### config.mk
export PLATFORM = sky130hd
export DESIGN_NAME = dmem_arbiter_flat
export DESIGN_NICKNAME = d
export VERILOG_FILES = /design/src/rtl/dmem_arbiter_pkg.sv /design/src/rtl/dmem_arbiter_if.sv /design/src/rtl/dmem_lat_timer.sv /design/src/rtl/dmem_arbiter.sv /design/src/flat_wrapper.sv
export SDC_FILE = /design/constraint.sdc
export NUM_CORES = 1
export LEC_CHECK = 0
export ABC_CLOCK_PERIOD_IN_PS = 1800
export CORE_MARGIN = 4
export CORE_UTILIZATION = 34
export DETAILED_ROUTE_END_ITERATION = 8
export PLACE_DENSITY = 0.91
export SLEW_MARGIN = 10
export SYNTH_ARGS = -nofsm -noshare
export SYNTH_HDL_FRONTEND = slang
export SYNTH_SLANG_ARGS = --single-unit
### constraint.sdc
create_clock -name clk -period 1.8 [get_ports clk]
set_clock_uncertainty 0.1 [all_clocks]
set_input_delay 0.45 -clock clk [delete_from_list [all_inputs] [get_ports clk]]
set_output_delay 0.45 -clock clk [all_outputs]
set_load 0.005 [all_outputs]
### src/rtl/dmem_arbiter_pkg.sv
// Shared definitions for the data-memory arbiter: bus width, FSM/owner enums
// and the latched request record.
package dmem_arbiter_pkg;

  localparam int XLEN     = 32;
  localparam int LAT_W    = 3;   // holds MEM_LATENCY up to 7
  localparam int STARVE_W = 4;   // holds STARVE_LIMIT up to 15

  typedef enum logic [1:0] {IDLE, ISSUE, WAIT, RESP} dmem_arb_state_e;
  typedef enum logic {OWN_CORE, OWN_DBG} dmem_owner_e;

  typedef struct packed {
    logic            we;
    logic [XLEN-1:0] addr;
    logic [XLEN-1:0] wdata;
  } dmem_req_t;

  function automatic dmem_req_t mk_req(input logic we, input logic [XLEN-1:0] addr,
                                       input logic [XLEN-1:0] wdata);
    dmem_req_t r;
    r.we    = we;
    r.addr  = addr;
    r.wdata = wdata;
    return r;
  endfunction

endpackage

### src/rtl/dmem_arbiter_if.sv
// Bundle of core, debug/loader and SRAM signals around the arbiter.
// master = requesters + SRAM model side, slave = the arbiter.
interface dmem_arbiter_if;
  import dmem_arbiter_pkg::*;

  logic            core_req;
  logic            core_we;
  logic [XLEN-1:0] core_addr;
  logic [XLEN-1:0] core_wdata;
  logic [XLEN-1:0] core_rdata;
  logic            core_done;
  logic            pipe_stall;

  logic            dbg_req;
  logic            dbg_we;
  logic [XLEN-1:0] dbg_addr;
  logic [XLEN-1:0] dbg_wdata;
  logic [XLEN-1:0] dbg_rdata;
  logic            dbg_done;

  logic            mem_en;
  logic            mem_we;
  logic [XLEN-1:0] mem_addr;
  logic [XLEN-1:0] mem_wdata;
  logic [XLEN-1:0] mem_rdata;

  modport slave (
    input  core_req, core_we, core_addr, core_wdata,
    output core_rdata, core_done, pipe_stall,
    input  dbg_req, dbg_we, dbg_addr, dbg_wdata,
    output dbg_rdata, dbg_done,
    output mem_en, mem_we, mem_addr, mem_wdata,
    input  mem_rdata
  );

  modport master (
    output core_req, core_we, core_addr, core_wdata,
    input  core_rdata, core_done, pipe_stall,
    output dbg_req, dbg_we, dbg_addr, dbg_wdata,
    input  dbg_rdata, dbg_done,
    input  mem_en, mem_we, mem_addr, mem_wdata,
    output mem_rdata
  );

endinterface

### src/rtl/dmem_lat_timer.sv
// Memory-latency down-counter: load on issue, decrement while waiting,
// flag the cycle in which read data is due.
module dmem_lat_timer #(
  parameter int W = 3
) (
  input  logic         clk,
  input  logic         rst,
  input  logic         load,
  input  logic [W-1:0] load_val,
  input  logic         dec,
  output logic         last
);

  logic [W-1:0] cnt;

  always_ff @(posedge clk) begin
    if (rst)                   cnt <= '0;
    else if (load)             cnt <= load_val;
    else if (dec && cnt != '0) cnt <= cnt - W'(1);
  end

  assign last = (cnt == W'(1));

endmodule

### src/rtl/dmem_arbiter.sv
// Single-port data SRAM arbiter between the MEM stage and a debug/loader port.
// Debug port and starvation guard are built only when DMEM_DBG_PORT_EN is defined.
module dmem_arbiter
  import dmem_arbiter_pkg::*;
#(
  parameter int MEM_LATENCY  = 2,
  parameter int STARVE_LIMIT = 4
) (
  input  logic          clk,
  input  logic          rst,
  dmem_arbiter_if.slave bus
);

  dmem_arb_state_e state, state_nxt;
  dmem_owner_e     owner, owner_nxt;
  dmem_req_t       req, req_nxt;

  logic            dbg_pick;
  logic            tmr_load, tmr_dec, tmr_last;
  logic            rsp_cycle;
  logic            mem_en;
  logic            core_done;
  logic [XLEN-1:0] core_rdata;

  dmem_lat_timer #(.W(LAT_W)) u_timer (
    .clk      (clk),
    .rst      (rst),
    .load     (tmr_load),
    .load_val (LAT_W'(MEM_LATENCY)),
    .dec      (tmr_dec),
    .last     (tmr_last)
  );

  // Final WAIT cycle: read data is on mem_rdata and RESP follows.
  assign rsp_cycle = (state == WAIT) && tmr_last;

  always_comb begin
    state_nxt = state;
    owner_nxt = owner;
    req_nxt   = req;
    tmr_load  = 1'b0;
    tmr_dec   = 1'b0;
    case (state)
      IDLE: begin
        if (bus.core_req || dbg_pick) begin
          owner_nxt = dbg_pick ? OWN_DBG : OWN_CORE;
          req_nxt   = dbg_pick ? mk_req(bus.dbg_we, bus.dbg_addr, bus.dbg_wdata)
                               : mk_req(bus.core_we, bus.core_addr, bus.core_wdata);
          state_nxt = ISSUE;
        end
      end
      ISSUE: begin
        tmr_load  = 1'b1;
        state_nxt = WAIT;
      end
      WAIT: begin
        tmr_dec = 1'b1;
        if (tmr_last) state_nxt = RESP;
      end
      RESP:    state_nxt = IDLE;
      default: state_nxt = IDLE;
    endcase
  end

  always_ff @(posedge clk) begin
    if (rst) begin
      state <= IDLE;
      owner <= OWN_CORE;
      req   <= '0;
    end else begin
      state <= state_nxt;
      owner <= owner_nxt;
      req   <= req_nxt;
    end
  end

  // The latched request doubles as the registered mem_we/addr/wdata.
  always_ff @(posedge clk) begin
    if (rst) begin
      mem_en     <= 1'b0;
      core_done  <= 1'b0;
      core_rdata <= '0;
    end else begin
      mem_en    <= (state_nxt == ISSUE);
      core_done <= rsp_cycle && (owner == OWN_CORE);
      if (rsp_cycle && (owner == OWN_CORE) && !req.we) core_rdata <= bus.mem_rdata;
    end
  end

  assign bus.mem_en     = mem_en;
  assign bus.mem_we     = req.we;
  assign bus.mem_addr   = req.addr;
  assign bus.mem_wdata  = req.wdata;
  assign bus.core_done  = core_done;
  assign bus.core_rdata = core_rdata;
  assign bus.pipe_stall = bus.core_req & ~core_done;

`ifdef DMEM_DBG_PORT_EN
  logic [STARVE_W-1:0] starve_cnt;
  logic                starved;
  logic                dbg_done;
  logic [XLEN-1:0]     dbg_rdata;

  assign starved  = (starve_cnt >= STARVE_W'(STARVE_LIMIT));
  assign dbg_pick = bus.dbg_req && (!bus.core_req || starved);

  // Counts core grants taken while debug waits; !starved is the saturation.
  always_ff @(posedge clk) begin
    if (rst) begin
      starve_cnt <= '0;
      dbg_done   <= 1'b0;
      dbg_rdata  <= '0;
    end else begin
      if (!bus.dbg_req || (state == IDLE && dbg_pick))
        starve_cnt <= '0;
      else if (state == IDLE && bus.core_req && !starved)
        starve_cnt <= starve_cnt + STARVE_W'(1);
      dbg_done <= rsp_cycle && (owner == OWN_DBG);
      if (rsp_cycle && (owner == OWN_DBG) && !req.we) dbg_rdata <= bus.mem_rdata;
    end
  end

  assign bus.dbg_done  = dbg_done;
  assign bus.dbg_rdata = dbg_rdata;
`else
  logic unused_dbg_req;
  assign unused_dbg_req = bus.dbg_req;
  assign dbg_pick       = 1'b0;
  assign bus.dbg_done   = 1'b0;
  assign bus.dbg_rdata  = '0;
`endif

endmodule

### src/flat_wrapper.sv
// flat-port wrapper written by rule: the top's interface ports become plain ports
module dmem_arbiter_flat import dmem_arbiter_pkg::*;
#(
  parameter int MEM_LATENCY  = 2,
  parameter int STARVE_LIMIT = 4
)
  (clk, rst, bus_core_req, bus_core_we, bus_core_addr, bus_core_wdata, bus_core_rdata, bus_core_done, bus_pipe_stall, bus_dbg_req, bus_dbg_we, bus_dbg_addr, bus_dbg_wdata, bus_dbg_rdata, bus_dbg_done, bus_mem_en, bus_mem_we, bus_mem_addr, bus_mem_wdata, bus_mem_rdata);
  dmem_arbiter_if bus_i ();
  input  logic clk;
  input  logic rst;
  input wire logic [$bits(bus_i.core_req)-1:0] bus_core_req;
  input wire logic [$bits(bus_i.core_we)-1:0] bus_core_we;
  input wire logic [$bits(bus_i.core_addr)-1:0] bus_core_addr;
  input wire logic [$bits(bus_i.core_wdata)-1:0] bus_core_wdata;
  output wire logic [$bits(bus_i.core_rdata)-1:0] bus_core_rdata;
  output wire logic [$bits(bus_i.core_done)-1:0] bus_core_done;
  output wire logic [$bits(bus_i.pipe_stall)-1:0] bus_pipe_stall;
  input wire logic [$bits(bus_i.dbg_req)-1:0] bus_dbg_req;
  input wire logic [$bits(bus_i.dbg_we)-1:0] bus_dbg_we;
  input wire logic [$bits(bus_i.dbg_addr)-1:0] bus_dbg_addr;
  input wire logic [$bits(bus_i.dbg_wdata)-1:0] bus_dbg_wdata;
  output wire logic [$bits(bus_i.dbg_rdata)-1:0] bus_dbg_rdata;
  output wire logic [$bits(bus_i.dbg_done)-1:0] bus_dbg_done;
  output wire logic [$bits(bus_i.mem_en)-1:0] bus_mem_en;
  output wire logic [$bits(bus_i.mem_we)-1:0] bus_mem_we;
  output wire logic [$bits(bus_i.mem_addr)-1:0] bus_mem_addr;
  output wire logic [$bits(bus_i.mem_wdata)-1:0] bus_mem_wdata;
  input wire logic [$bits(bus_i.mem_rdata)-1:0] bus_mem_rdata;
  assign bus_i.core_req = bus_core_req;
  assign bus_i.core_we = bus_core_we;
  assign bus_i.core_addr = bus_core_addr;
  assign bus_i.core_wdata = bus_core_wdata;
  assign bus_core_rdata = bus_i.core_rdata;
  assign bus_core_done = bus_i.core_done;
  assign bus_pipe_stall = bus_i.pipe_stall;
  assign bus_i.dbg_req = bus_dbg_req;
  assign bus_i.dbg_we = bus_dbg_we;
  assign bus_i.dbg_addr = bus_dbg_addr;
  assign bus_i.dbg_wdata = bus_dbg_wdata;
  assign bus_dbg_rdata = bus_i.dbg_rdata;
  assign bus_dbg_done = bus_i.dbg_done;
  assign bus_mem_en = bus_i.mem_en;
  assign bus_mem_we = bus_i.mem_we;
  assign bus_mem_addr = bus_i.mem_addr;
  assign bus_mem_wdata = bus_i.mem_wdata;
  assign bus_i.mem_rdata = bus_mem_rdata;
  dmem_arbiter #(.MEM_LATENCY(MEM_LATENCY), .STARVE_LIMIT(STARVE_LIMIT)) u_core (.clk(clk), .rst(rst), .bus(bus_i));
endmodule
==> metrics <==
clock period minus final worst setup slack=1750 ps; die area=13,600 sq um; setup violators final=0; via count=3,670; async set-reset flop share out of synthesis=0; Routed Antenna Nets=0; CTS tree=built; Worst VDD drop=0.618 mV; Area contributors post-synth=dfxtp_1, nand2_1, a21oi_1; global-route wire length before repair=16.6 mm; drc violations=0; post-DP HPWL=8.07 mm; WP buf/inv=1; Pins Over Slew Limit=0; Final Hold Viols=0; Placed Cells=812; RSZ-0062 raised after global routing=false; vias in the first global route=3,389; number of synthesized flops with an enable pin=0; 1st-iter DRT viols=162; Seq cells post-synth=around 100; share of the yosys chip area belonging to registers=0.518; Reg clk slew, reported paths=about 70 ps; worst hold path type=input port to flip-flop; Core Box Area=11,500 sq um; Post-Syn Area per Cell=8.13 sq um; Power Dens Cells=around 1100 nW/um^2; CP cell instances=clkdlybuf4s50_1; Worst path top cell family by delay=buffers and inverters; YS warnings=0; WL/cell=13.2 microns; Max Freq=~570 MHz; drt via density=4.44; H-tree depth=3; row cnt=39; WP data arrival=approximately 1200 ps; Ant. Diodes=0; RD Place Congestion=0.722; hold_buf cts=0; CP required=1250 ps; DR pass1 iterations=4; initial antenna violation count=0; final WL=10.9 mm; Synth Flop Type=dfxtp_1; # Post-CTS Setup Buffers=0; final hold slack=300 ps; Crit. End Element=primary output; area share of the largest cell type after synthesis=0.518; ratio of final minimum period to clock period=0.972; setup TNS=0 ps; Layout area overhead=58.2%; CP peak stage delay=about 520 ps; gr usage total=0.153; status=completed; Maximum Capacitance Violations=0; share of cells above drive strength 1=0.0614; CTS sink cnt=104; CTS Buf Count=9; clock latency at the later pin of the worst-skew pair=330 ps; Setup CP Type=flip-flop to primary output; IO Pins=299; dominant cell type by area after synthesis=dfxtp_1; post-synthesis cell type count=26; largest net degree at the start of global routing=51; starting density of the core=0.350; total gr overflow=0; Total Nets Final=853; slowest CP cell=clkdlybuf4s50_1; leakage power=2.35 nW; flop2flop setup slack=90 ps; Crit Path Max Fanout=2; CP Launch Type=flip-flop; Clock Tree Buf Depth=2; die span in x=around 120 microns; number of port buffers=199; Non-Filler Instances=~830; Cell Area, Synth=4020 sq um; Root Driver=clkbuf_16; Synth Instances=slightly below 500; Die Y=roughly 120 microns
[stage by stage]
step / instance area [sq um] / util / worst slack [ps] / total power [mW]
after CTS: 6350 / 0.554 / 0.896 / 7.10
after floorplan: 4140 / - / 237 / 3.95
final: 6350 / 0.554 / 49.8 / 6.98
after detailed placement: 6060 / 0.528 / -459 / 5.16
after global placement: 6060 / 0.528 / -479 / 5.12
after global routing: 6350 / 0.554 / 2.48 / 7.44
[synthesized netlist by cell type (all sizes together), types with 2 or more instances]
| cell type | instances |
|---|---|
| buf | 52 |
| nand2 | 195 |
| nor2 | 2 |
| clkbuf | 14 |
| a21oi | 97 |
| inv | 6 |
| dfxtp | 104 |
| nor2b | 2 |
| ha | 7 |
| nor3 | 3 |
| nor4bb | 2 |
[cell families after synthesis]
family	share of synthesized area
adders and majority gates	0.0218
buffers and inverters	0.112
and+or+nand+nor	0.206
xor gates and xnor gates	0.00218
DFF	0.518
AOI/OAI and AO/OA	0.138
other	0.000934
[layout by cell type (no fill, tap or decap), drive strengths merged, types with 2 or more instances in the layout]
cell	synthesis	final
nor2b	2	2
a21oi	97	97
nor2	2	2
dlymetal6s2s	0	2
clkbuf	14	12
dfxtp	104	104
ha	7	7
inv	6	6
nor3	3	3
buf	52	11
nand2	195	195
conb	1	33
clkdlybuf4s50	0	194
nor4bb	2	2
[worst register-to-register path, delay by kind of cell (launching register included)]
kind | cells | cell delay, ps
adders and majority gates | 2 | 410
AOI/OAI and AO/OA | 1 | 330
and+or+nand+nor | 2 | 340
DFF | 1 | 370
buffers and inverters | 1 | 60
[per-layer routing]
| layer | vias to the layer above | track usage | routed length (microns) |
|---|---|---|---|
| met2 | 136 | 0.264 | 5450 |
| met1 | 1641 | 0.176 | 4260 |
| li1 | 1880 | - | - |
| met3 | 13 | 0.0518 | 1030 |
| met4 | 0 | 0.0535 | 165 |
| met5 | - | 0 | 0 |
[path summary, 6_finish.rpt]
check             depth (start not counted)                        to                     start
hold reg to reg                           2  u_core.bus.mem_wdata[15]  u_core.bus.mem_wdata[15]
hold / removal                            2   u_core.bus.mem_addr[19]                       rst
setup reg to reg                          6     u_core.u_timer.cnt[2]     u_core.u_timer.cnt[0]
setup / recovery                          1          bus_mem_addr[13]   u_core.bus.mem_addr[13]
[area by class of cell]
class                      count  area [sq um]
clock inverter                 3          42.5
multi-input combinational    350          1620
inverter                       6          22.5
tap                          143           179
timing repair buffer         209          2160
fill                        1018          5110
sequential                   104          2080
clock buffer                  12           246
[sequential cells by signal, summed over array words and instances, names as in the netlist]
name	count
u_core.bus.mem_wdata	32
u_core.state	2
u_core.bus.mem_addr	32
u_core.bus.mem_we	1
u_core.bus.mem_en	1
u_core.bus.core_rdata	32
u_core.bus.core_done	1
u_core.u_timer.cnt	3
[power by group]
part	internal (mW)	total, mW	switching, mW
Combinational	1.19	2.26	1.07
Sequential	2.65	2.82	0.171
Clock	1.11	1.90	0.796
Total	4.94	6.98	2.04
[what timing repair did]
item / in CTS / in global routing
endpoints found under the setup margin: 2 / 2
cloned: 0 / 0
resized for setup: 5 / 2
Power figures use the tool's default switching activity.
